File: src/rtl/serial_cmd_initiator.sv
// -----------------------------------------------------------------------------
// serial_cmd_initiator
//
// Sends a command (opcode byte followed by its argument bytes) over a UART
// transmitter and, for opcodes that expect a reply, collects the response
// bytes. Opcode 0 returns a single version byte. Opcode 4 returns 136 bytes,
// which are packed into 34 little-endian 32-bit words (32 histogram bins
// followed by 2 output counters). An inactivity timer aborts a reply that
// stalls for TIMEOUT_CYCLES clocks.
//
// Ports
//   clk, reset          : sole clock, synchronous active-high reset
//   cmd_valid/cmd_ready : command handshake, cmd_ready high only when idle
//   cmd_op              : opcode (0-7 legal, 8-15 rejected with error 2)
//   cmd_args            : up to six argument bytes, arg0 in [7:0]
//   txBusy              : UART transmitter busy
//   txStart/txData      : one-cycle byte-send strobe and its byte
//   rxReady/rxData      : one-cycle received-byte strobe and its byte
//   word_valid          : one-cycle strobe for an assembled response word
//   word_data           : assembled word, first received byte in [7:0]
//   word_index          : number (0-33) of the word on word_data
//   resp_version        : last version byte received for opcode 0
//   done                : one-cycle completion strobe, also on errors
//   error               : status qualified by done (0 ok, 1 timeout, 2 bad op)
// -----------------------------------------------------------------------------
module serial_cmd_initiator #(
  parameter int TIMEOUT_CYCLES = 1000000
) (
  input  logic        clk,
  input  logic        reset,
  input  logic        cmd_valid,
  output logic        cmd_ready,
  input  logic [3:0]  cmd_op,
  input  logic [47:0] cmd_args,
  input  logic        txBusy,
  output logic        txStart,
  output logic [7:0]  txData,
  input  logic        rxReady,
  input  logic [7:0]  rxData,
  output logic        word_valid,
  output logic [31:0] word_data,
  output logic [5:0]  word_index,
  output logic [7:0]  resp_version,
  output logic        done,
  output logic [1:0]  error
);

  // The counter only needs to hold 0..TIMEOUT_CYCLES-1: the abort is taken
  // in the cycle where it would have stepped up to TIMEOUT_CYCLES.
  localparam int TO_W = (TIMEOUT_CYCLES < 2) ? 1 : $clog2(TIMEOUT_CYCLES);
  localparam logic [TO_W-1:0] TO_LAST = TO_W'(TIMEOUT_CYCLES - 1);

  localparam logic [1:0] ERR_OK      = 2'd0;
  localparam logic [1:0] ERR_TIMEOUT = 2'd1;
  localparam logic [1:0] ERR_BAD_OP  = 2'd2;

  typedef enum logic [2:0] {
    IDLE,
    TX_LOAD,
    TX_GAP,
    RECV,
    FINISH
  } state_t;

  // Number of argument bytes that follow the opcode byte.
  function automatic logic [2:0] arg_count(input logic [2:0] op);
    logic [2:0] n;
    case (op)
      3'd1:    n = 3'd1;
      3'd2:    n = 3'd6;
      3'd3:    n = 3'd1;
      3'd5:    n = 3'd1;
      3'd7:    n = 3'd1;
      default: n = 3'd0;
    endcase
    return n;
  endfunction

  // Number of reply bytes the peer sends back for each opcode.
  function automatic logic [7:0] resp_len(input logic [2:0] op);
    logic [7:0] n;
    case (op)
      3'd0:    n = 8'd1;
      3'd4:    n = 8'd136;
      default: n = 8'd0;
    endcase
    return n;
  endfunction

  state_t           state_q, state_d;
  logic [2:0]       op_q, op_d;
  logic [47:0]      args_q, args_d;
  logic [1:0]       err_q, err_d;
  logic [2:0]       tx_idx_q, tx_idx_d;
  logic [7:0]       rx_cnt_q, rx_cnt_d;
  logic [23:0]      partial_q, partial_d;
  logic [TO_W-1:0]  to_q, to_d;
  logic             word_valid_q, word_valid_d;
  logic [31:0]      word_data_q, word_data_d;
  logic [5:0]       word_index_q, word_index_d;
  logic [7:0]       resp_version_q, resp_version_d;

  logic             tx_start;
  logic [7:0]       tx_byte;
  logic [7:0]       next_byte;

  // Byte selected by the transmit index: index 0 is the opcode byte, index i
  // is argument byte i-1 of the latched argument vector.
  always_comb begin
    next_byte = 8'h00;
    case (tx_idx_q)
      3'd0:    next_byte = {5'b00000, op_q};
      3'd1:    next_byte = args_q[7:0];
      3'd2:    next_byte = args_q[15:8];
      3'd3:    next_byte = args_q[23:16];
      3'd4:    next_byte = args_q[31:24];
      3'd5:    next_byte = args_q[39:32];
      3'd6:    next_byte = args_q[47:40];
      default: next_byte = 8'h00;
    endcase
  end

  // Next-state and datapath logic. txStart is decoded combinationally from
  // the current state and txBusy so that it can never coincide with a busy
  // transmitter, even if txBusy rises without warning.
  always_comb begin
    state_d        = state_q;
    op_d           = op_q;
    args_d         = args_q;
    err_d          = err_q;
    tx_idx_d       = tx_idx_q;
    rx_cnt_d       = rx_cnt_q;
    partial_d      = partial_q;
    to_d           = to_q;
    word_valid_d   = 1'b0;
    word_data_d    = word_data_q;
    word_index_d   = word_index_q;
    resp_version_d = resp_version_q;
    tx_start       = 1'b0;
    tx_byte        = 8'h00;

    case (state_q)
      IDLE: begin
        if (cmd_valid) begin
          op_d      = cmd_op[2:0];
          args_d    = cmd_args;
          tx_idx_d  = 3'd0;
          rx_cnt_d  = 8'd0;
          partial_d = 24'd0;
          to_d      = '0;
          // Illegal opcodes skip transmission entirely; FINISH reports them.
          if (cmd_op[3]) begin
            err_d   = ERR_BAD_OP;
            state_d = FINISH;
          end else begin
            err_d   = ERR_OK;
            state_d = TX_LOAD;
          end
        end
      end

      TX_LOAD: begin
        if (!txBusy) begin
          tx_start = 1'b1;
          tx_byte  = next_byte;
          tx_idx_d = tx_idx_q + 3'd1;
          state_d  = TX_GAP;
        end
      end

      // One dead cycle after every strobe gives the transmitter time to
      // raise txBusy before the next byte is considered.
      TX_GAP: begin
        if (tx_idx_q <= arg_count(op_q)) begin
          state_d = TX_LOAD;
        end else if (resp_len(op_q) != 8'd0) begin
          to_d    = '0;
          state_d = RECV;
        end else begin
          state_d = FINISH;
        end
      end

      // A byte arriving in the same cycle as the timer would expire wins:
      // the rxReady branch is checked first and restarts the timer.
      RECV: begin
        if (rxReady) begin
          to_d     = '0;
          rx_cnt_d = rx_cnt_q + 8'd1;
          if (op_q == 3'd0) begin
            resp_version_d = rxData;
          end else begin
            partial_d = {rxData, partial_q[23:8]};
            if (rx_cnt_q[1:0] == 2'd3) begin
              word_valid_d = 1'b1;
              word_data_d  = {rxData, partial_q};
              word_index_d = rx_cnt_q[7:2];
            end
          end
          if (rx_cnt_q == 8'(resp_len(op_q) - 8'd1)) begin
            state_d = FINISH;
          end
        end else if (to_q == TO_LAST) begin
          err_d     = ERR_TIMEOUT;
          partial_d = 24'd0;
          state_d   = FINISH;
        end else begin
          to_d = to_q + 1'b1;
        end
      end

      FINISH: begin
        state_d = IDLE;
      end

      default: begin
        state_d = IDLE;
      end
    endcase
  end

  // State and datapath registers; reset returns everything to idle.
  always_ff @(posedge clk) begin
    if (reset) begin
      state_q        <= IDLE;
      op_q           <= 3'd0;
      args_q         <= 48'd0;
      err_q          <= ERR_OK;
      tx_idx_q       <= 3'd0;
      rx_cnt_q       <= 8'd0;
      partial_q      <= 24'd0;
      to_q           <= '0;
      word_valid_q   <= 1'b0;
      word_data_q    <= 32'd0;
      word_index_q   <= 6'd0;
      resp_version_q <= 8'd0;
    end else begin
      state_q        <= state_d;
      op_q           <= op_d;
      args_q         <= args_d;
      err_q          <= err_d;
      tx_idx_q       <= tx_idx_d;
      rx_cnt_q       <= rx_cnt_d;
      partial_q      <= partial_d;
      to_q           <= to_d;
      word_valid_q   <= word_valid_d;
      word_data_q    <= word_data_d;
      word_index_q   <= word_index_d;
      resp_version_q <= resp_version_d;
    end
  end

  assign cmd_ready    = (state_q == IDLE);
  assign txStart      = tx_start;
  assign txData       = tx_byte;
  assign word_valid   = word_valid_q;
  assign word_data    = word_data_q;
  assign word_index   = word_index_q;
  assign resp_version = resp_version_q;
  assign done         = (state_q == FINISH);
  // The status is only meaningful alongside done, so it reads zero otherwise.
  assign error        = done ? err_q : ERR_OK;

endmodule

File: config.mk
export PLATFORM = sky130hd
export DESIGN_NAME = serial_cmd_initiator
export DESIGN_NICKNAME = d
export VERILOG_FILES = /design/src/rtl/serial_cmd_initiator.sv
export SDC_FILE = /design/constraint.sdc
export NUM_CORES = 1
export LEC_CHECK = 0
export CORE_ASPECT_RATIO = 0.9
export CORE_MARGIN = 2
export CORE_UTILIZATION = 35
export DETAILED_ROUTE_END_ITERATION = 8
export SETUP_SLACK_MARGIN = 0.02
export SLEW_MARGIN = 15
export SYNTH_ARGS = -nofsm -noshare
export SYNTH_HDL_FRONTEND = slang
export SYNTH_SLANG_ARGS = --single-unit
File: constraint.sdc
create_clock -name clk -period 4.95 [get_ports clk]
set_input_delay 0.7425 -clock clk [delete_from_list [all_inputs] [get_ports clk]]
set_output_delay 0.7425 -clock clk [all_outputs]
set_load 0.01 [all_outputs]
# Word level (Yosys, flattened, before mapping)
# Index checks and enable logic that the tools add are counted.
totals:
  latchBits: 0
  ramBits: 0
  in_bits: 65
  out_inout_bits: 60
  mem_bits_ro: 0
  mem_count: 0
  register_bits: 158
op_classes:
  shifts: 0
  bitwise_logic: 3
  order_cmp: 1
  mul: 0
  addsub: 4
  mux: 45
  n_reduce_logical: 18
  eq_ne: 30
  div_mod_pow: 0
ops:
  columns: ["operator", "count"]
  rows:
  - ["$mux W20", 5]
  - ["$mux W24", 4]
  - ["$mux W8", 8]
  - ["$pmux W20 S3", 1]
  - ["$pmux W8 S7", 1]
  - ["$pmux W24 S2", 1]
  - ["$mux W3", 11]
  - ["$pmux W8 S2", 2]
  - ["$eq A3 B3 Y1 const B", 7]
  - ["$add A20 B1 Y20 const B", 1]
  - ["$eq A20 B20 Y1 const B", 1]
  - ["$eq A3 B2 Y1 const B", 6]
  - ["$reduce_and A4 Y1", 4]
  - ["$ne A2 B2 Y1 const B", 7]
  - ["$ne A3 B3 Y1 const B", 4]
  - ["$pmux W3 S2", 2]
  - ["$pmux W3 S4", 1]
  - ["$mux W2", 5]
  - ["$eq A3 B1 Y1 const B", 3]
  - ["$logic_not A3 Y1", 3]
  - ["$reduce_and A3 Y1", 3]
  - ["$add A8 B1 Y8 const B", 1]
  - ["$eq A8 B8 Y1", 1]
  - ["$reduce_bool A8 Y1", 1]
  - ["other kinds (12)", 18]

# Logic depth before layout (Yosys ltp)
depth:
  word_depth: 11
  depth_mapped: 9

# Least setup slack after synthesis
# OpenSTA, ideal clock, no wires.
synth_timing:
  path_kind: "register to output"
  start: "register tx_idx_q[2]"
  end: "output port txData[0]"
  required_ps: 4208
  slack_ps: 2249
  stages_incl_launch_ff: 7
  arrival_time_ps: 1959
  cell_sequence: "dfxtp_1 -> clkbuf_1 -> inv_1 -> ha_1 -> buf_1 -> o41ai_1 -> nor2_1"
synth_via:
  elab_chain_cells: 4
  elab_cells_between_ends: 10
synth_lines:
  columns: ["element", "line_no", "source"]
  rows:
  - ["start, declared", "94", "logic [2:0] tx_idx_q, tx_idx_d;"]
  - ["start signal, assigned", "242", "tx_idx_q <= tx_idx_d;"]
  - ["$eq A3 B3 Y1 (tied with other cells)", "111", "case (tx_idx_q)"]
  - ["$pmux W8 S7 (*)", "111", null]
  - ["$mux W8 (*)", "163", "if (!txBusy) begin"]
  - ["$mux W8 (*)", "142", "case (state_q)"]
  - ["end, declared", "37", "output logic [7:0] txData,"]
# Mark *: on every way between the ends. The rest lies on a longest branch, timed or not.

# Final worst setup path
layout_timing:
  start: "register tx_idx_q[2]"
  end: "output port txData[6]"
# Same word-level chain as after synthesis.

==> qor.yml <==
synthesis:
  synthTopCellsByCount: "nand2_1 (219), dfxtp_1 (158), a21oi_1 (155), clkbuf_1 (57), nor2_1 (34)"
  ys_ff_latch: 158
  synth_cells: 871
  yosys.area.top_type_share: 0.456
  synthDistinctLibCells: 66
  yosys.cell_count.top_type: "nand2_1"
  syn_nets: 947
  seq_area_frac_synth: 0.456
  yosys.area.top_type: "dfxtp_1"
  synth_area_um2: 6930
  synth-edff-count: 0
  ys.warnings.count: 0
  synthTopCellsByArea: "dfxtp_1 (46%), nand2_1 (12%), a21oi_1 (11%), clkbuf_1 (3.1%), nand4_1 (2.9%)"
  syn_avg_cell_area_um2: 7.96
  synth_ff_type: "dfxtp_1"
  async_flop_share: 0
clock_tree:
  post_cts_resized: 0
  h-tree-depth: 4
  worstSkewPairLatency_ps: 420
  cts_root_buf: "clkbuf_16"
  path_clk_slew_ps: 60
  cts_setup_buffers: 0
  cts.sinks: 158
  cts_hold_buf: 0
  cts_tree: "done"
  numCtsBuffers: 17
  clock_path_buffers: 2
placed_design:
  io_buffer_count: 124
  placed_area_um2: 8260
  hpwl_mm: 13.1
  gp_congestion: 0.839
routing:
  drtIter0Drc: 604
  routed-via-count: 6380
  firstDrtPassIters: 7
  drc_errors: 0
  via_per_inst: 5.24
  wire_per_inst_um: 15.9
  wl_mm: 19.4
  antenna_left: 0
finish:
  syn_to_final_growth_pct: 27.6
  layout-drive-gt1-share: 0.0652
  postLayoutCellArea_um2: 8850
  fin_nets: 1031
worst_hold_path:
  min_from: "word_index[2]"
  min_path_type: "reg2reg"
setup_path:
  cpPeakStageDelay_ps: 680
  critical_path_class: "reg2out"
  slowest_stage: "dfxtp_1"
  setup.worst_path.end_class: "output port"
  worstPathArrival_ps: 2940
  start_kind: "register"
  cp-startpoint: "tx_idx_q[2]"
  cp_top_family: "buffers and inverters"
  crit_fanout: 17
  required_ps: 4210
  r2r_start: "op_q[2]"
  path_buf_inv: 3
  cp_cell_sequence: "inv_1 > ha_1 > o41ai_1 > buf_4 > nor2_1 > clkdlybuf4s50_1"
timing:
  fmax_mhz: 272
  finalHoldViolCount: 0
  rsz0062_at_grt: "no"
  skew_ps: 11.0
  slew_headroom: 0.274
  tightest_slew_ps: 1090
  period_minus_slack_ps: 3680
  setup_viol: 0
  setup_tns_ps: 0
  fin_crit_sh: 0.743
  final_max_slew_viol_count: 0
global_routing:
  grt_pass1_wl_mm: 31.0
  overflow: 0
  grt_max_degree: 97
  antenna_found_initial: 0
  grt_pass1_vias: 5890
  grtUsageTotal: 0.183
die:
  initial_core_util: 0.360
  die_w_um: 152
  die_h_um: 138
  core_area_um2: 19300
  num_rows: 48
  design.die.area_um2: 20900
  num_io_pins: 125
pwr:
  leakage_nw: 2.95
  ir_worst_vdd_uv: 288
  power_density_nw_per_um2: 397
  finalPower_mw: 3.51
run:
  cap_violations: 0
status:
  status: "completed"
[metrics by stage]
| stage | std cells | setup slack [ps] | util | hold WS [ps] |
|---|---|---|---|---|
| after detailed placement | 1186 | 1520 | 0.429 | 442 |
| after CTS | 1216 | 1270 | 0.459 | 452 |
| after floorplan | 871 | 2250 | - | 421 |
| final | 1217 | 1270 | 0.459 | 452 |
| after global routing | 1216 | 1060 | 0.459 | 473 |
| after global placement | 1186 | 1560 | 0.429 | 431 |
[worst min-delay path, stage by stage, from the launching register on]
cell and delay, ps:
dfxtp_1 300, nand2_1 50, a21oi_1 50
[power breakdown]
group          switching (mW)  internal [mW]  total, mW  leakage, nW
Sequential             0.0920           1.37       1.46         1.28
Clock                   0.514          0.797       1.31        0.287
Combinational           0.485          0.259      0.744         1.38
Total                    1.09           2.42       3.51         2.95
[metal layers]
| metal | GRT usage | vias to the layer above | part of all wire |
|---|---|---|---|
| li1 | - | 3238 | - |
| met1 | 0.269 | 3011 | 0.51 |
| met2 | 0.271 | 120 | 0.44 |
| met3 | 0.0428 | 11 | 0.043 |
| met4 | 0.0452 | 0 | 0.0079 |
| met5 | 0 | - | 0 |
[cell usage in the layout (no fill, tap or decap), types with 4 or more instances in the layout]
master / instances
nand4_1: 32
and3_1: 9
clkinv_2: 6
xor2_1: 5
nor3_1: 8
a222oi_1: 8
clkbuf_16: 17
a211oi_2: 4
dfxtp_1: 158
or3_1: 5
a21oi_1: 155
o21a_1: 6
ha_1: 11
o21ai_0: 15
inv_1: 13
nor2_1: 33
a31oi_1: 5
buf_4: 11
a221oi_1: 7
o21ai_1: 24
a32o_1: 4
nand2_1: 218
clkdlybuf4s50_1: 123
nand3_1: 15
[path summary, 6_finish.rpt]
kind | to | slack [ps] | cells past startpoint
hold / removal | word_index[2] | 450 | 2
setup / recovery | txData[6] | 1270 | 6
setup reg to reg | to_q[6] | 2030 | 7
hold reg to reg | word_index[2] | 450 | 2
[final cells by class]
class,instances,area (um^2)
diodes,1,2.50
clock buffers,18,439
clock inverters,12,144
fillers,1953,10400
inverters,14,52.6
multi-input cells,630,3420
flip-flops and latches,158,3160
well taps,250,313
repair buffers,134,1310
[registers in the layout, indices dropped and copies added (netlist names)]
register and cells:
rx_cnt_q 8, state_q 3, op_q 3, word_index 6
partial_q 24, word_data 32, to_q 20, word_valid 1
args_q 48, tx_idx_q 3, err_q 2, resp_version 8
[logic make-up after synthesis]
logic type,after synthesis,synth area share
and+or+nand+nor,352,0.232
AOI/OAI and AO/OA,256,0.225
DFF,158,0.456
buffers and inverters,83,0.0513
adders and majority gates,11,0.0199
muxes,6,0.00921
xor gates and xnor gates,5,0.00632
(Power assumes the default switching activity.)
